==> config.mk <==
export PLATFORM = sky130hd
export DESIGN_NAME = pe_result_drain
export DESIGN_NICKNAME = d
export VERILOG_FILES = /design/src/rtl/npu_pkg.sv /design/src/rtl/npu_sync_fifo.sv /design/src/rtl/pe_result_drain.sv
export SDC_FILE = /design/constraint.sdc
export NUM_CORES = 1
export LEC_CHECK = 0
export ABC_AREA = 1
export BUFFER_PORTS_ARGS = -buffer_cell sky130_fd_sc_hd__clkbuf_2
export CAP_MARGIN = 30
export CORE_MARGIN = 8
export CORE_UTILIZATION = 55
export DETAILED_ROUTE_END_ITERATION = 16
export MAX_ROUTING_LAYER = met4
export PLACE_DENSITY = 0.78
export SETUP_SLACK_MARGIN = 0.5
export SLEW_MARGIN = 20
export SYNTH_ARGS = -nofsm -noshare
export SYNTH_HDL_FRONTEND = slang
export SYNTH_SLANG_ARGS = --single-unit
==> constraint.sdc <==
create_clock -name clk -period 4.14 [get_ports clk]
set_input_delay 0.414 -clock clk [delete_from_list [all_inputs] [get_ports clk]]
set_output_delay 0.414 -clock clk [all_outputs]
set_load 0.005 [all_outputs]
==> src/rtl/npu_pkg.sv <==
// Shared NPU types: drain FSM states, output FIFO entry layout and the requantizer used
// by the result drain and later writeback stages.
package npu_pkg;

    localparam int unsigned NPU_DATA_W  = 32;
    localparam int unsigned NPU_OUT_W   = 8;
    localparam int unsigned NPU_LANE_W  = 2;
    localparam int unsigned NPU_SHIFT_W = 5;

    typedef enum logic [0:0] {
        IDLE,
        PROCESS
    } drain_state_e;

    typedef struct packed {
        logic signed [NPU_OUT_W-1:0]  data;
        logic        [NPU_LANE_W-1:0] lane;
        logic                         last;
    } drain_entry_t;

    typedef struct packed {
        logic signed [NPU_OUT_W-1:0] r;
        logic                        sat;
    } requant_t;

    // Optional ReLU, round-half-up arithmetic right shift, then signed saturation.
    // One guard bit above DATA_W keeps the rounding add from overflowing.
    function automatic requant_t requant(input logic signed [NPU_DATA_W-1:0]  v,
                                         input logic        [NPU_SHIFT_W-1:0] s,
                                         input logic                          relu);
        requant_t                     res;
        logic signed [NPU_DATA_W:0]   x;
        logic signed [NPU_DATA_W:0]   rnd;
        logic signed [NPU_DATA_W:0]   max_v;
        logic signed [NPU_DATA_W:0]   min_v;
        logic        [NPU_SHIFT_W-1:0] se;

        x = (relu && v[NPU_DATA_W-1]) ? '0 : {v[NPU_DATA_W-1], v};
        se = (32'(s) > NPU_DATA_W - 1) ? NPU_SHIFT_W'(NPU_DATA_W - 1) : s;
        rnd = '0;
        if (se != '0) begin
            rnd[se - 1'b1] = 1'b1;
        end
        x = (x + rnd) >>> se;

        max_v = '0;
        max_v[NPU_OUT_W-2:0] = '1;
        min_v = '1;
        min_v[NPU_OUT_W-2:0] = '0;

        if (x > max_v) begin
            res.r   = max_v[NPU_OUT_W-1:0];
            res.sat = 1'b1;
        end else if (x < min_v) begin
            res.r   = min_v[NPU_OUT_W-1:0];
            res.sat = 1'b1;
        end else begin
            res.r   = x[NPU_OUT_W-1:0];
            res.sat = 1'b0;
        end
        return res;
    endfunction

endpackage

==> src/rtl/npu_sync_fifo.sv <==
// Single-clock FIFO with occupancy count; a push into a full FIFO is accepted only when a
// pop happens on the same edge. The head reads as zero while empty.
module npu_sync_fifo #(
    parameter int unsigned WIDTH = 8,
    parameter int unsigned DEPTH = 8,
    localparam int unsigned PTR_W = $clog2(DEPTH),
    localparam int unsigned CNT_W = $clog2(DEPTH) + 1
) (
    input  logic             clk,
    input  logic             rst,
    input  logic             push_i,
    input  logic [WIDTH-1:0] din_i,
    input  logic             pop_i,
    output logic [WIDTH-1:0] dout_o,
    output logic             full_o,
    output logic             empty_o,
    output logic [CNT_W-1:0] count_o
);

    logic [WIDTH-1:0] mem_q [DEPTH];
    logic [PTR_W-1:0] wr_ptr_q, wr_ptr_d;
    logic [PTR_W-1:0] rd_ptr_q, rd_ptr_d;
    logic [CNT_W-1:0] count_q, count_d;
    logic             do_push;
    logic             do_pop;

    assign empty_o = (count_q == '0);
    assign full_o  = (count_q == CNT_W'(DEPTH));
    assign count_o = count_q;
    assign dout_o  = empty_o ? '0 : mem_q[rd_ptr_q];

    assign do_pop  = pop_i && !empty_o;
    assign do_push = push_i && (!full_o || do_pop);

    always_comb begin
        wr_ptr_d = wr_ptr_q;
        rd_ptr_d = rd_ptr_q;
        count_d  = count_q;
        if (do_push) begin
            wr_ptr_d = wr_ptr_q + 1'b1;
        end
        if (do_pop) begin
            rd_ptr_d = rd_ptr_q + 1'b1;
        end
        case ({do_push, do_pop})
            2'b10:   count_d = count_q + 1'b1;
            2'b01:   count_d = count_q - 1'b1;
            default: count_d = count_q;
        endcase
    end

    always_ff @(posedge clk or posedge rst) begin
        if (rst) begin
            wr_ptr_q <= '0;
            rd_ptr_q <= '0;
            count_q  <= '0;
        end else begin
            wr_ptr_q <= wr_ptr_d;
            rd_ptr_q <= rd_ptr_d;
            count_q  <= count_d;
        end
    end

    // Storage needs no reset: the head is masked while the FIFO is empty.
    always_ff @(posedge clk) begin
        if (do_push) begin
            mem_q[wr_ptr_q] <= din_i;
        end
    end

endmodule

==> src/rtl/pe_result_drain.sv <==
// Captures one row of PE accumulator results, requantizes each valid lane in ascending
// lane order and streams the results out through a small FIFO.
module pe_result_drain
    import npu_pkg::*;
#(
    parameter int unsigned LANES      = 4,
    parameter int unsigned DATA_W     = 32,
    parameter int unsigned OUT_W      = 8,
    parameter int unsigned SHIFT_W    = 5,
    parameter int unsigned FIFO_DEPTH = 8,
    localparam int unsigned LANE_W    = $clog2(LANES)
) (
    input  logic                    clk,
    input  logic                    rst,
    input  logic [LANES*DATA_W-1:0] pe_result,
    input  logic [LANES-1:0]        pe_valid,
    input  logic [SHIFT_W-1:0]      shift,
    input  logic                    relu_en,
    output logic                    busy,
    output logic [OUT_W-1:0]        out_data,
    output logic [LANE_W-1:0]       out_lane,
    output logic                    out_last,
    output logic                    out_valid,
    input  logic                    out_ready,
    output logic                    sat_flag,
    output logic                    drop_err,
    input  logic                    err_clr
);

    localparam int unsigned CNT_W   = $clog2(FIFO_DEPTH) + 1;
    localparam int unsigned ENTRY_W = $bits(drain_entry_t);

    drain_state_e            state_q, state_d;
    logic [LANES*DATA_W-1:0] result_q;
    logic [LANES-1:0]        mask_q, mask_d;
    logic [LANES-1:0]        mask_rest;
    logic [SHIFT_W-1:0]      shift_q;
    logic                    relu_q;
    logic                    sat_q, sat_d;
    logic                    drop_q, drop_d;

    logic [LANE_W-1:0]       sel;
    logic                    last;
    logic                    row_in;
    logic                    capture;
    logic                    can_push;
    logic                    fifo_push;
    logic                    fifo_pop;
    logic                    fifo_full;
    logic                    fifo_empty;
    logic [CNT_W-1:0]        fifo_count;
    logic [ENTRY_W-1:0]      fifo_dout;
    requant_t                q;
    drain_entry_t            push_entry;
    drain_entry_t            head;

    // Lowest-index lane still pending in the captured mask.
    always_comb begin
        sel = '0;
        for (int i = LANES - 1; i >= 0; i--) begin
            if (mask_q[i]) begin
                sel = LANE_W'(i);
            end
        end
    end

    assign mask_rest = mask_q & ~(LANES'(1) << sel);
    assign last      = (mask_rest == '0);
    assign q         = requant(result_q[sel*DATA_W +: DATA_W], shift_q, relu_q);

    always_comb begin
        push_entry      = '0;
        push_entry.data = q.r;
        push_entry.lane = sel;
        push_entry.last = last;
    end

    assign row_in    = |pe_valid;
    assign capture   = (state_q == IDLE) && row_in;
    assign fifo_pop  = !fifo_empty && out_ready;
    assign can_push  = !fifo_full || fifo_pop;
    assign fifo_push = (state_q == PROCESS) && can_push;

    always_comb begin
        state_d = state_q;
        mask_d  = mask_q;
        busy    = 1'b0;
        case (state_q)
            IDLE: begin
                if (row_in) begin
                    mask_d  = pe_valid;
                    state_d = PROCESS;
                end
            end
            PROCESS: begin
                busy = 1'b1;
                if (can_push) begin
                    mask_d = mask_rest;
                    if (last) begin
                        state_d = IDLE;
                    end
                end
            end
            default: state_d = IDLE;
        endcase
    end

    // Sticky flags: a set on the same edge as err_clr wins.
    always_comb begin
        sat_d  = sat_q;
        drop_d = drop_q;
        if (err_clr) begin
            sat_d  = 1'b0;
            drop_d = 1'b0;
        end
        if (fifo_push && q.sat) begin
            sat_d = 1'b1;
        end
        if ((state_q == PROCESS) && row_in) begin
            drop_d = 1'b1;
        end
    end

    always_ff @(posedge clk or posedge rst) begin
        if (rst) begin
            state_q  <= IDLE;
            mask_q   <= '0;
            result_q <= '0;
            shift_q  <= '0;
            relu_q   <= 1'b0;
            sat_q    <= 1'b0;
            drop_q   <= 1'b0;
        end else begin
            state_q <= state_d;
            mask_q  <= mask_d;
            sat_q   <= sat_d;
            drop_q  <= drop_d;
            if (capture) begin
                result_q <= pe_result;
                shift_q  <= shift;
                relu_q   <= relu_en;
            end
        end
    end

    npu_sync_fifo #(
        .WIDTH (ENTRY_W),
        .DEPTH (FIFO_DEPTH)
    ) u_fifo (
        .clk     (clk),
        .rst     (rst),
        .push_i  (fifo_push),
        .din_i   (push_entry),
        .pop_i   (fifo_pop),
        .dout_o  (fifo_dout),
        .full_o  (fifo_full),
        .empty_o (fifo_empty),
        .count_o (fifo_count)
    );

    assign head      = drain_entry_t'(fifo_dout);
    assign out_data  = head.data;
    assign out_lane  = head.lane;
    assign out_last  = head.last;
    assign out_valid = !fifo_empty;
    assign sat_flag  = sat_q;
    assign drop_err  = drop_q;

    a_count_bound: assert property (@(posedge clk) disable iff (rst)
        fifo_count <= CNT_W'(FIFO_DEPTH));

    a_head_stable: assert property (@(posedge clk) disable iff (rst)
        (out_valid && !out_ready) |=> (out_valid && $stable(head)));

endmodule

=== After elaboration in Yosys (flattened, before gate mapping) ===
Memory sizes are Yosys's and may differ from the RTL's.
Cells that the tools add are included.

* Output and inout port bits: 15
* Memories kept: 1
* Bits in registers: 151
* Memory bits (writable): 88
* Bits of input ports: 142

* Magnitude comparators: 4
* Add/sub/neg operators: 6
* Muxes and demuxes: 25
* Bitwise logic cells: 3
* Equality and inequality tests: 5
* Reduce and logical (&&, ||, !) cells: 21
* Shift-type cells: 3

{| class="wikitable"
|+ Memory list
! name !! words !! width !! read ports !! clocked after Yosys merged registers in !! wr ports !! line !! RTL
|-
| u_fifo.mem_q || 8 || 11 || 1 || 0 || 1 || npu_sync_fifo.sv:20 || <nowiki>logic [WIDTH-1:0] mem_q [DEPTH];</nowiki>
|}

{| class="wikitable"
|+ Operators with widths
! kind !! count
|-
| $shiftx A128 B8 Y32 || 1
|-
| $add A33 B33 Y33 || 1
|-
| $gt A33 B8 Y1 const B || 1
|-
| $lt A33 B8 Y1 const B || 1
|-
| $mux W33 || 1
|-
| $sshr A33 B5 Y33 || 1
|-
| $mux W32 || 1
|-
| $mux W9 || 2
|-
| $pmux W4 S2 || 2
|-
| $mux W11 || 1
|-
| $mux W1 || 10
|-
| $logic_and A1 B1 Y1 || 9
|-
| $logic_not A4 Y1 || 2
|-
| $mux W2 || 4
|-
| $mux W4 || 2
|-
| $lt A5 B7 Y1 const B || 1
|-
| $add A3 B1 Y3 const B || 2
|-
| $reduce_bool A2 Y1 || 3
|-
| $demux W1 S5 || 1
|-
| $ge A5 B1 Y1 const B || 1
|-
| $reduce_bool A5 Y1 || 1
|-
| $sub A5 B1 Y5 const B || 1
|-
| $add A4 B1 Y4 const B || 1
|-
| $and A4 B4 Y4 || 1
|-
| other kinds (14) || 16
|}

=== Longest topological paths before layout ===
* Word-level depth: 14
* Gate-level depth with buffers: 40

=== Hierarchy ===
A second synthesis with hierarchy kept.

* Cell total of the unflattened synthesis: 2,147
* Area, all modules: 15,748.9 um^2

{| class="wikitable"
|+ By module, submodules not included
! module !! cells each !! seq. area each (um^2) !! area each (um^2) !! instances
|-
| pe_result_drain || 1,800 || 3,528.4 || 11,631.2 || 1
|-
| npu_sync_fifo || 347 || 2,892.8 || 4,117.7 || 1
|}

=== Worst setup path before layout ===
Ideal clock, no wire load.

* Path kind: flip-flop to flip-flop
* Start: reg shift_q[1]
* End: mem u_fifo.mem_q[0][3] (netlist bit) (data pin)
* Clock period less this slack: 4.451 ns
* Data required time: 3.855 ns
* Cell stages (with the launch flop): 35
* Arrival: 4.167 ns
* Path slack: -0.311 ns
* Path buffers: 2
* Cells stage by stage: dfrtp_1 > buf_2 > clkbuf_1 > nor2_1 > inv_1 > nor2_1 > nand2_1 > nand2_1 > nand3_1 > nor2_1 > ha_1 > inv_1 > fa_1 > inv_1 > nand3_1 > nand2_2 > nand2_1 > nand2_2 > nand2_1 > nand2_1 > nand2_2 > nand2_1 > nand2_2 > nand2_4 > inv_4 > nand2_4 > nand3_1 > nand2_1 > nand2_1 > nor2_1 > nand2_1 > a21oi_1 > nand3_1 > nand2_2 > nand2_1

{| class="wikitable"
|+ RTL lines
! item !! line !! RTL
|-
| from (decl) || pe_result_drain.sv:37 || <nowiki>logic [SHIFT_W-1:0] shift_q;</nowiki>
|-
| from (signal assigned) || pe_result_drain.sv:140 || <nowiki>shift_q <= shift;</nowiki>
|-
| to (decl) || npu_sync_fifo.sv:20 ||
|}

==> results by group <==
Final layout
  • Fill cell count: 1,835
  • Area growth syn-to-layout: 37.2%
  • Diodes inserted: 0
  • Final Util: 0.762
  • Layout cell share with drive strength beyond 1: 0.399
  • Nets@finish: around 2,600

Routing
  • Routed wire length: between 50 and 60 mm
  • Via count: 16,800
  • Drt first pass iters: 6
  • Vias per inst: ~6.0
  • Routed Antenna Nets: 0
  • Routed len/inst: about 20 um
  • Initial DRC count: 1,738
  • DRC viols: 0

CTS
  • Clock root cell: clkbuf_16
  • Worst skew pair latency: roughly 520 ps
  • Hold buffer count at CTS: 0
  • CTS max path bufs: 3
  • Clk slew on worst S/H paths: 60 ps
  • H-Tree Depth: 1
  • Clock sinks: 239
  • Cts bufs inserted: 24
  • CTS tree: done

Worst setup path
  • Biggest cell delay along the critical path: 470 ps
  • Worst Path Arrival: slightly below 5000 ps
  • Most frequent CP cell: nand2_1
  • RR Endpoint: u_fifo.mem_q[3][4]$_DFFE_PP_
  • CP delay by family, top: simple AND/OR/NAND/NOR gates
  • FF-to-FF Start: mask_q[2]$_DFFE_PP0P_
  • Critical path data required time: 4380 ps
  • Logic depth of the worst path, buffers included: 33
  • R2R depth: 33
  • Critical path launch point type: flop
  • Critical Path Sink: u_fifo.mem_q[3][4]$_DFFE_PP_
  • Worst Setup SP: mask_q[2]$_DFFE_PP0P_
  • Worst Path Buf+Inv: 7
  • Worst R2R Setup Slack: -530 ps
  • Slowest cell on the critical path: dfrtp_2
  • Crit path kind: reg -> reg
  • Crit path max fanout: 24
  • CP Capture Type: flop

Die
  • Core box area: 0.0285 sq mm
  • Die Ht: approximately 190 um
  • Starting Density: 0.555
  • Row cnt: between 60 and 70
  • Full die area: 0.0344 sq mm
  • Boundary pin count: around 160
  • Die Span X: 186 um

Status
  • Status: finished, violations left
  • Violated checks: negative setup slack

Yosys
  • Synth unique cells: 46
  • Area contributors post-synth: dfrtp_1, edfxtp_1, nand2_1, nand3_1, mux2_2
  • Most used DFF post-synth: dfrtp_1
  • Seq/Total Area, Yosys: 0.406
  • Syn Inst Count: between 2,000 and 2,500
  • EDFF count, synth: 88
  • Synth top area share: 0.239
  • Area of the mapped netlist: roughly 0.016 sq mm
  • Syn nets: between 2,000 and 2,500
  • Synth async-reset ratio: 0.632
  • Warnings, synthesis: 0
  • Synth Register Bits: 239
  • Syn Area/Cell: 7.50 sq um
  • Cell taking the most area after synthesis: dfrtp_1

Timing
  • PnR worst setup slack: -530 ps
  • Rel. slew slack: 0.442
  • Endpoints failing setup: 57
  • Minimum clock period: between 4000 and 5000 ps
  • Fin. max-slew vios: 0
  • Worst Max-Slew Pin Slew: 837 ps
  • Clock Skews: 22.3 ps
  • Fmax: between 0.2 and 0.25 GHz
  • RSZ-0062 raised after global routing: true
  • Hold Fails Final Rpt: 0
  • Tcrit/Tclk final: 1.13

Run
  • Max cap viols: 0

Global route
  • GRT Total Usage: 0.333
  • Initial antenna violation count: 0
  • Largest net degree at the start of global routing: about 150
  • First-pass GRT wire length: 88.2 mm
  • Overflow after GRT: 0
  • Vias in the first global route: about 17,000

Placement
  • GPL Wtd Cong: 1.06
  • DP Wirelength: between 30 and 40 mm
  • Count of input and output buffers: 156

Min path
  • Worst Hold Class: in -> async
[synth_stat cells, drive strengths merged (6+ instances only)]
library cell / instances
buf: 30
clkbuf: 64
nor2: 227
clkinv: 6
o22ai: 12
o21ai: 115
a22oi: 32
nand3: 284
ha: 37
xor2: 9
xnor2: 6
nand2: 551
a21oi: 91
a31oi: 14
edfxtp: 88
inv: 250
nand4: 13
mux2: 98
dfrtp: 151
[how the worst min path moves through the flow]
stage | end | slack [ps] | cells past startpoint
2_1_floorplan | u_fifo.count_o[0]$_DFFE_PP0P_ | 450 | 1
3_3_place_gp | u_fifo.count_o[0]$_DFFE_PP0P_ | 470 | 1
3_5_place_dp | u_fifo.count_o[0]$_DFFE_PP0P_ | 460 | 1
4_1_cts | result_q[41]$_DFFE_PP0P_ | 120 | 2
5_1_grt | result_q[103]$_DFFE_PP0P_ | 130 | 2
6_report | result_q[15]$_DFFE_PP0P_ | 90 | 3
[repair_timing]
action | in CTS | in global routing
pin swaps | 90 | 71
gates cloned | 8 | 0
endpoints found under the setup margin | 57 | 58
resized for setup | 360 | 142
hold endpoints to repair | 0 | 0
buffers inserted | 36 | 13
[layout make-up]
type                    instances  area (sq um)  area share
clock inverters                12           190     0.00877
flip-flops and latches        239          6420       0.296
inverters                     256           986      0.0455
well taps                     384           480      0.0222
repair buffers                376          2800       0.129
multi-input cells            1518         10100       0.466
clock buffers                  32           692      0.0319
[through the flow]
| step | setup slack, ps | cell area, sq um | hold slack, ps | instances | TNS (ps) |
|---|---|---|---|---|---|
| 2_1_floorplan | 117 | 15900 | 446 | 2107 | 0 |
| 3_3_place_gp | -586 | 18100 | 465 | 2715 | -32130 |
| 3_5_place_dp | -617 | 18100 | 464 | 2716 | -33800 |
| 4_1_cts | -215 | 21100 | 120 | 2804 | -11560 |
| 5_1_grt | -849 | 21700 | 126 | 2817 | -46700 |
| 6_report | -530 | 21700 | 92.0 | 2817 | -29300 |
[metal layers]
metal,track usage,vias up,part of all wire
met1,0.403,7869,0.38
met2,0.547,1054,0.48
met3,0.0408,319,0.077
li1,-,7578,-
met4,0.165,0,0.068
met5,-,-,0
[placed cells by master (no fill, tap or decap), types with 9 or more instances in the layout]
cell type,synthesis,final
nand2_1,524,394
inv_1,242,202
buf_4,3,193
nand3_1,268,180
nor2_1,216,168
clkbuf_2,0,156
dfrtp_1,151,148
nand2_2,23,108
o21ai_0,111,99
mux2_2,98,98
edfxtp_1,88,88
nand3_2,16,81
a21oi_1,84,67
inv_2,7,43
nand2_4,4,42
nor2_2,8,35
ha_4,0,27
clkbuf_16,0,25
nor2_4,3,24
nand3_4,0,23
a22oi_2,0,20
a21oi_2,7,17
a31oi_1,14,14
nand4_1,13,13
a22oi_1,32,12
o22ai_1,12,12
buf_12,0,11
o21ai_1,3,10
xor2_1,9,9
[worst min-delay path, stage by stage]
cell	delay [ps]
clkbuf_2	100
clkinvlp_4	70
buf_12	550
[kinds of logic (layout without fill, tap and decap cells)]
kind of cell | after synthesis | in the layout | synth area share
simple gates | 1089 | 1089 | 0.300
buf+inv | 350 | 676 | 0.0852
compound gates | 276 | 276 | 0.0986
flops | 239 | 239 | 0.406
mux | 98 | 98 | 0.0698
fa+ha+maj | 39 | 39 | 0.0318
xor+xnor | 15 | 15 | 0.00831
other cells | 1 | 1 | 0.000237
[state kept, by name, indices dropped and copies added, names as in the netlist, 3 cells and up]
register,flops
mask_q,4
result_q,128
shift_q,5
u_fifo.count_o,4
u_fifo.mem_q,88
u_fifo.rd_ptr_q,3
u_fifo.wr_ptr_q,3
Power is not shown: default switching activity piles up to over one toggle a cycle in this logic, so the estimate is an artifact.
